$ cat src/rtl/frame_buffer_scheduler.sv
// Triple-buffer index scheduler between the camera DDR writer and the HDMI display reader.
// state | meaning: IDLE=disabled, ARM=wait for frame edge, WRITE=writer filling wr_buf_idx, COMMIT=publish frame
module frame_buffer_scheduler #(
    parameter logic [31:0] BASE_ADDR      = 32'h1000_0000,
    parameter logic [31:0] FRAME_STRIDE   = 32'h0004_0000,
    parameter logic [23:0] TIMEOUT_CYCLES = 24'd4_000_000
) (
    input  logic        clk_100Mhz,
    input  logic        rst,
    input  logic        enable,
    input  logic        frame_done,
    input  logic        writer_done,
    input  logic        rd_frame_start,
    output logic [31:0] wr_base_addr,
    output logic [1:0]  wr_buf_idx,
    output logic [31:0] rd_base_addr,
    output logic [1:0]  rd_buf_idx,
    output logic        rd_valid,
    output logic [15:0] frames_written,
    output logic [15:0] frames_dropped,
    output logic        err_timeout,
    output logic [1:0]  sched_state
);

    typedef enum logic [1:0] {
        IDLE   = 2'd0,
        ARM    = 2'd1,
        WRITE  = 2'd2,
        COMMIT = 2'd3
    } state_t;

    function automatic logic [31:0] buf_addr(input logic [1:0] idx);
        return BASE_ADDR + ({30'd0, idx} * FRAME_STRIDE);
    endfunction

    function automatic logic [1:0] free_idx(input logic [1:0] a, input logic [1:0] b);
        if (a != 2'd0 && b != 2'd0)      return 2'd0;
        else if (a != 2'd1 && b != 2'd1) return 2'd1;
        else                             return 2'd2;
    endfunction

    state_t      state_q, state_d;
    logic        frame_done_d1_q;
    logic [1:0]  wr_idx_q, wr_idx_d;
    logic [1:0]  rd_idx_q, rd_idx_d;
    logic [1:0]  latest_idx_q, latest_idx_d;
    logic        latest_valid_q, latest_valid_d;
    logic        rd_valid_q, rd_valid_d;
    logic [15:0] written_q, written_d;
    logic [15:0] dropped_q, dropped_d;
    logic        err_q, err_d;
    logic [23:0] timer_q, timer_d;
    logic [31:0] wr_addr_q, wr_addr_d;
    logic [31:0] rd_addr_q, rd_addr_d;
    logic        fe;

    assign fe = frame_done & ~frame_done_d1_q;

    always_comb begin
        state_d        = state_q;
        wr_idx_d       = wr_idx_q;
        rd_idx_d       = rd_idx_q;
        latest_idx_d   = latest_idx_q;
        latest_valid_d = latest_valid_q;
        rd_valid_d     = rd_valid_q;
        written_d      = written_q;
        dropped_d      = dropped_q;
        err_d          = err_q;
        timer_d        = timer_q;

        // Reader swap runs in every state and always sees the pre-commit latest buffer.
        if (rd_frame_start && latest_valid_q && (latest_idx_q != rd_idx_q)) begin
            rd_idx_d   = latest_idx_q;
            rd_valid_d = 1'b1;
        end

        // Timer counts down from TIMEOUT_CYCLES-1; terminal count 0 marks the last allowed WRITE cycle.
        case (state_q)
            IDLE: begin
                if (enable) state_d = ARM;
            end
            ARM: begin
                if (!enable) begin
                    state_d = IDLE;
                end else if (fe) begin
                    state_d = WRITE;
                    timer_d = TIMEOUT_CYCLES - 24'd1;
                end
            end
            WRITE: begin
                if (!enable) begin
                    state_d = IDLE;
                end else if (writer_done) begin
                    state_d = COMMIT;
                end else if (timer_q == 24'd0) begin
                    err_d     = 1'b1;
                    dropped_d = dropped_q + 16'd1;
                    state_d   = ARM;
                end else if (fe) begin
                    dropped_d = dropped_q + 16'd1;
                    timer_d   = TIMEOUT_CYCLES - 24'd1;
                end else begin
                    timer_d = timer_q - 24'd1;
                end
            end
            COMMIT: begin
                if (!enable) begin
                    state_d = IDLE;
                end else begin
                    latest_idx_d   = wr_idx_q;
                    latest_valid_d = 1'b1;
                    written_d      = written_q + 16'd1;
                    wr_idx_d       = free_idx(wr_idx_q, rd_idx_d);
                    timer_d        = TIMEOUT_CYCLES - 24'd1;
                    state_d        = WRITE;
                end
            end
            default: state_d = IDLE;
        endcase

        wr_addr_d = buf_addr(wr_idx_d);
        rd_addr_d = buf_addr(rd_idx_d);
    end

    always_ff @(posedge clk_100Mhz) begin
        if (rst) begin
            state_q         <= IDLE;
            frame_done_d1_q <= 1'b0;
            wr_idx_q        <= 2'd0;
            rd_idx_q        <= 2'd2;
            latest_idx_q    <= 2'd0;
            latest_valid_q  <= 1'b0;
            rd_valid_q      <= 1'b0;
            written_q       <= 16'd0;
            dropped_q       <= 16'd0;
            err_q           <= 1'b0;
            timer_q         <= 24'd0;
            wr_addr_q       <= buf_addr(2'd0);
            rd_addr_q       <= buf_addr(2'd2);
        end else begin
            state_q         <= state_d;
            frame_done_d1_q <= frame_done;
            wr_idx_q        <= wr_idx_d;
            rd_idx_q        <= rd_idx_d;
            latest_idx_q    <= latest_idx_d;
            latest_valid_q  <= latest_valid_d;
            rd_valid_q      <= rd_valid_d;
            written_q       <= written_d;
            dropped_q       <= dropped_d;
            err_q           <= err_d;
            timer_q         <= timer_d;
            wr_addr_q       <= wr_addr_d;
            rd_addr_q       <= rd_addr_d;
        end
    end

    assign wr_base_addr   = wr_addr_q;
    assign wr_buf_idx     = wr_idx_q;
    assign rd_base_addr   = rd_addr_q;
    assign rd_buf_idx     = rd_idx_q;
    assign rd_valid       = rd_valid_q;
    assign frames_written = written_q;
    assign frames_dropped = dropped_q;
    assign err_timeout    = err_q;
    assign sched_state    = state_q;

endmodule

$ cat config.mk
export PLATFORM = sky130hd
export DESIGN_NAME = frame_buffer_scheduler
export DESIGN_NICKNAME = d
export VERILOG_FILES = /design/src/rtl/frame_buffer_scheduler.sv
export SDC_FILE = /design/constraint.sdc
export NUM_CORES = 1
export LEC_CHECK = 0
export CORE_MARGIN = 2
export CORE_UTILIZATION = 40
export CTS_BUF_LIST = sky130_fd_sc_hd__clkbuf_8 sky130_fd_sc_hd__clkbuf_16
export DETAILED_ROUTE_END_ITERATION = 7
export GPL_TIMING_DRIVEN = 0
export PLACE_DENSITY = 0.75
export SETUP_SLACK_MARGIN = 0.02
export SLEW_MARGIN = 30
export SYNTH_ARGS = -nofsm -noshare
export SYNTH_HDL_FRONTEND = slang
export SYNTH_SLANG_ARGS = --single-unit
$ cat constraint.sdc
create_clock -name clk_100Mhz -period 2.9 [get_ports clk_100Mhz]
set_input_delay 0.58 -clock clk_100Mhz [delete_from_list [all_inputs] [get_ports clk_100Mhz]]
set_output_delay 0.58 -clock clk_100Mhz [all_outputs]
set_load 0.02 [all_outputs]
Yosys cells after proc, flatten, opt, wreduce, memory -nomap -nowiden
Cells that the tools add are included.
{ "totals": {"register_bits": 132, "latchBits": 0, "mem_bits_rw": 0, "mem_bits_ro": 0, "input_bits": 6, "output_inout_bits": 104, "word_cells": 74, "memories": 0} }
{ "classes": {"add_sub_neg": 5, "n_mul": 0, "div": 0, "order_cmp": 0, "n_eq_ne": 15, "shift": 0, "n_mux": 23, "n_bitwise": 3, "n_reduce_logical": 15} }
{ "op_table": {"columns": ["op", "count"], "rows": [
  ["24-bit 2-to-1 mux", 7],
  ["24-bit one-hot mux with 3 select lines", 1],
  ["29-bit by 20-bit adder with 30-bit output, first input constant", 2],
  ["16-bit by 1-bit adder with 16-bit output, second input constant", 2],
  ["16-bit 2-to-1 mux", 2],
  ["24-bit zero test", 1],
  ["2-bit 2-to-1 mux", 12],
  ["24-bit by 1-bit subtractor with 24-bit output, second input constant", 1],
  ["2-bit != test, second input constant", 7],
  ["2-bit one-hot mux with 4 select lines", 1],
  ["4-bit AND reduction", 2],
  ["7-bit AND reduction", 1],
  ["2-bit nonzero test", 3],
  ["2-bit == test, second input constant", 2],
  ["1-bit logical AND", 4],
  ["2-bit by 1-bit != test with 1-bit output, second input constant", 2],
  ["4-bit != test, second input constant", 1],
  ["3-bit != test, second input constant", 1],
  ["3-bit AND reduction", 1],
  ["3-bit nonzero test", 1],
  ["2-bit by 1-bit == test with 1-bit output, second input constant", 1],
  ["2-bit zero test", 1],
  ["2-bit != test", 1],
  ["1-bit inverter", 2],
  ["other kinds (2)", 2]
]} }

Longest topological paths before layout
{ "depth": {"depth_word": 10, "ltp_mapped": 9, "mapped_depth_nobuf": 7} }

Worst setup path after synthesis
OpenSTA, ideal clock, no wires.
{ "synth_path": {"kind": "register to register", "start": "register timer_q[0]", "end": "register timer_q[18]", "setup_ns": 0.095, "arrival_time_ns": 2.229, "required_ns": 2.805, "slack_ns": 0.576, "path_stages_with_launch": 10, "path_buffers": 2, "synth_period_minus_slack_ns": 2.324, "cell_sequence": "dfxtp_1 > inv_1 > ha_1 > or4b_1 > buf_2 > or4_1 > clkbuf_1 > nor2_1 > o22ai_1 > a221oi_1"} }
{ "synth_between": {"elab_chain_cells": 6, "word_cells_on_any_way": 9, "cone_classes": "add/sub (1); eq/ne (1); mux (5); reduce/logical (2)"} }
{ "synth_rtl": {"columns": ["item", "line_no", "source"], "rows": [
  ["start: declaration", "52", "logic [23:0] timer_q, timer_d;"],
  ["start signal: assignment", "151", "timer_q <= timer_d;"],
  ["24-bit by 1-bit subtractor with 24-bit output", "103", "timer_d = timer_q - 24'd1;"],
  ["24-bit 2-to-1 mux", "99", "end else if (fe) begin"],
  ["24-bit 2-to-1 mux", "95", "end else if (timer_q == 24'd0) begin"],
  ["24-bit 2-to-1 mux", "93", "end else if (writer_done) begin"],
  ["24-bit 2-to-1 mux", "91", "if (!enable) begin"],
  ["24-bit one-hot mux with 3 select lines", "78", "case (state_q)"]
]} }
Parallel ways exist; a longest one is shown, timed or not. The select of a mux whose other input is x is not followed.
A chain may end at the register's enable or synchronous reset.

Final worst setup path
Same ends and word-level chain as after synthesis.

==> reports/results.ini <==
[global_route]
grt.overflow.total = 0
grt_first_pass_wirelength_microns = 16000
grt_pass1_vias = 3342
grt_max_degree = 15
grt_usage = 0.177
antenna_found_initial = 0

[sta]
rsz0062_at_grt = no
worst_pin_slew_ns = 0.831
fin_crit_ns = 2.64
hold_violations = 0
fin_crit_sh = 0.910
setup_viol = 0
maxSlewViolCount = 0
maxSlewHeadroom = 0.442
fin_worst_skew_ns = 0.0111
fin_setup_tns_ns = 0
max_freq_mhz = 379

[layout]
drive_above_1_share = 0.177
syn2layout_area_growth_pct = 27.7
fin_nets = 608
n_antenna_cell = 0
fin_util = 0.524

[cts]
cts_inserted_buffers = 9
cts.sinks = 68
insertion_delay_ns = 0.35
ctsHoldBuffers = 0
tritoncts = yes
postCtsSetupBuffers = 0
clock_tree.root_cell = clkbuf_8
cts.htree.levels = 3
clkTransAtPathRegs_ns = 0.08
cts_buffer_depth = 2
cts-resized-gates = 1

[die]
chipHeight_microns = 104
fp-row-count = 36
boundaryPins = 110
core_sq_um = 9680
die_area_sq_um = 10700
fp.dieW_microns = 104
initial_core_util = 0.410

[drt]
drc = 0
wl_met1_microns = 4140
route.met2.wl_microns = 4530
vias = 3821
dr.max_layer_used = met4
ant_nets = 0
routed_wl_microns = 9630
avgViaCountPerCell = 5.19
wire_per_inst_microns = 13.1
wl_met3_microns = 775
drtIter0Drc = 283
first_pass_iters = 6

[hold_path]
holdPathStages = 2
worstHoldPathType = flop to flop
hold_end = latest_valid_q
min-delay-start = latest_valid_q

[critical_path]
cp-start-kind = flop
end_kind = flop
crit_arrival_ns = 2.89
cp.buffers_inverters = 3
rrSetupSlack_ns = 0.26
cp_slowest_cell = or4b_1
timing.rr.start = timer_q[0]
reg2reg_depth = 9
path_cells = inv_1 -> ha_1 -> or4b_1 -> buf_2 -> or4_1 -> clkbuf_1 -> nor2_1 -> o22ai_1 -> a221oi_1
required_ns = 3.15
worstPathMaxFanout = 8
worst_r2r_endpoint = timer_q[18]
critPathTopFamily = simple AND/OR/NAND/NOR gates
max_stage_delay_ns = 0.44
critPathKind = flop to flop

[status]
outcome = complete, no violations

[synthesis]
synthesis.area_sq_um = 3970
synth_top_area_share = 0.343
async_flop_share = 0
synth_warnings = 0
syn_inst = 480
ys_top_cells_by_area = dfxtp_1, buf_4, a21oi_1
syn_avg_cell_area_sq_um = 8.27
ys_seq_area_frac = 0.343
synth_seq_cells = 68
ys_types = 64
synth_ff_type = dfxtp_1
synth_largest_area_cell = dfxtp_1
synth_edf_count = 0

[placement]
post-dp-hpwl_microns = 6990
port_buffers = 49
gp_congestion = 0.837

[power_and_ir_drop]
p_per_area_nw_per_um2 = 425
peakVddDrop_uv = 219
p_leak_nw = 2.03

[job]
cap_violations = 0

-- per-stage QoR --
step                hold WS (ns)  worst slack, ns  area [sq um]  instances  power [mW]
floorplan                  0.440            0.576          4190        538        1.27
global placement           0.457           -0.483          4840        720        1.33
detailed placement         0.466           -0.542          4850        720        1.34
CTS                        0.485           0.0952          5060        736        2.15
global route               0.522           0.0521          5070        736        2.25
finish                     0.476            0.262          5070        736        2.15
-- worst max path at each step --
stage | from | to | slack, ns | depth (start not counted)
3_3_place_gp | writer_done | timer_q[23] | -0.48 | 7
5_1_grt | timer_q[0] | timer_q[20] | 0.05 | 9
4_1_cts | writer_done | timer_q[23] | 0.1 | 7
3_5_place_dp | writer_done | timer_q[23] | -0.54 | 7
6_report | timer_q[0] | timer_q[18] | 0.26 | 9
2_1_floorplan | timer_q[0] | timer_q[18] | 0.58 | 9
-- routing by layer --
layer	GRT usage	vias up
met1	0.228	1772
met4	0.0637	0
met2	0.284	168
li1	-	1862
met5	0	-
met3	0.0503	19
-- layout by cell type, fill, tap and decap left out, types with 9 or more instances in the layout --
| cell | instances |
|---|---|
| clkbuf_1 | 14 |
| nand4_1 | 10 |
| conb_1 | 60 |
| a21oi_1 | 29 |
| nand3_1 | 18 |
| buf_4 | 65 |
| inv_1 | 12 |
| clkdlybuf4s50_1 | 49 |
| nor4_1 | 12 |
| or3_1 | 14 |
| nor2_1 | 34 |
| nor3_1 | 18 |
| o21ai_0 | 17 |
| clkbuf_8 | 9 |
| nand2_1 | 24 |
| dfxtp_1 | 68 |
| xnor2_1 | 9 |
-- Yosys cell counts, types with 6 or more instances --
master / count
clkbuf_1: 15
buf_4: 65
and3_1: 6
nor3_1: 18
o31ai_1: 6
o21ai_0: 17
nand3_1: 18
dfxtp_1: 68
o22ai_1: 7
a21oi_1: 29
inv_1: 12
or3_1: 14
o21a_1: 8
or4_1: 8
nor2_1: 34
a31oi_1: 7
xnor2_1: 9
nor4_1: 12
nor2b_1: 7
nand4_1: 10
nand2_1: 24
-- sequential cells by signal, summed over array words and instances, names as in the netlist --
register and cells:
rd_buf_idx 2, frame_done_d1_q 1, sched_state 2, frames_dropped 16, wr_buf_idx 2, timer_q 24, latest_idx_q 2, err_timeout 1
rd_valid 1, latest_valid_q 1, frames_written 16
-- power breakdown --
| part | total (mW) | leakage [nW] | internal [mW] | switching (mW) |
|---|---|---|---|---|
| Combinational | 0.376 | 1.38 | 0.141 | 0.235 |
| Sequential | 0.952 | 0.549 | 0.942 | 0.00943 |
| Clock | 0.827 | 0.102 | 0.412 | 0.415 |
| Total | 2.15 | 2.03 | 1.49 | 0.659 |
-- worst register-to-register path: stages (launching register included) --
cell and delay, ns:
dfxtp_1 0.35, inv_1 0.11, ha_1 0.24, or4b_1 0.44, buf_2 0.18, or4_1 0.40
clkbuf_1 0.20, nor2_1 0.21, o22ai_1 0.12, a221oi_1 0.30
-- layout make-up --
type / count / area [sq um]
plain buffers: 87 / 584
clock buffers: 9 / 124
clock inverters: 7 / 83.8
fillers: 904 / 4610
inverters: 13 / 48.8
multi-input cells: 370 / 2210
flip-flops and latches: 68 / 1360
well taps: 133 / 166
repair buffers: 49 / 490
-- kinds of logic after synthesis --
| group | share of synthesized area |
|---|---|
| AO/OA/AOI/OAI | 0.177 |
| XOR/XNOR | 0.0309 |
| adder cells (fa/ha/maj) | 0.0126 |
| buffers and inverters | 0.159 |
| flip-flops | 0.343 |
| multiplexers | 0.0221 |
| other | 0.00189 |
| AND/OR/NAND/NOR | 0.253 |
Note: power is estimated with default switching activity, not from simulation.
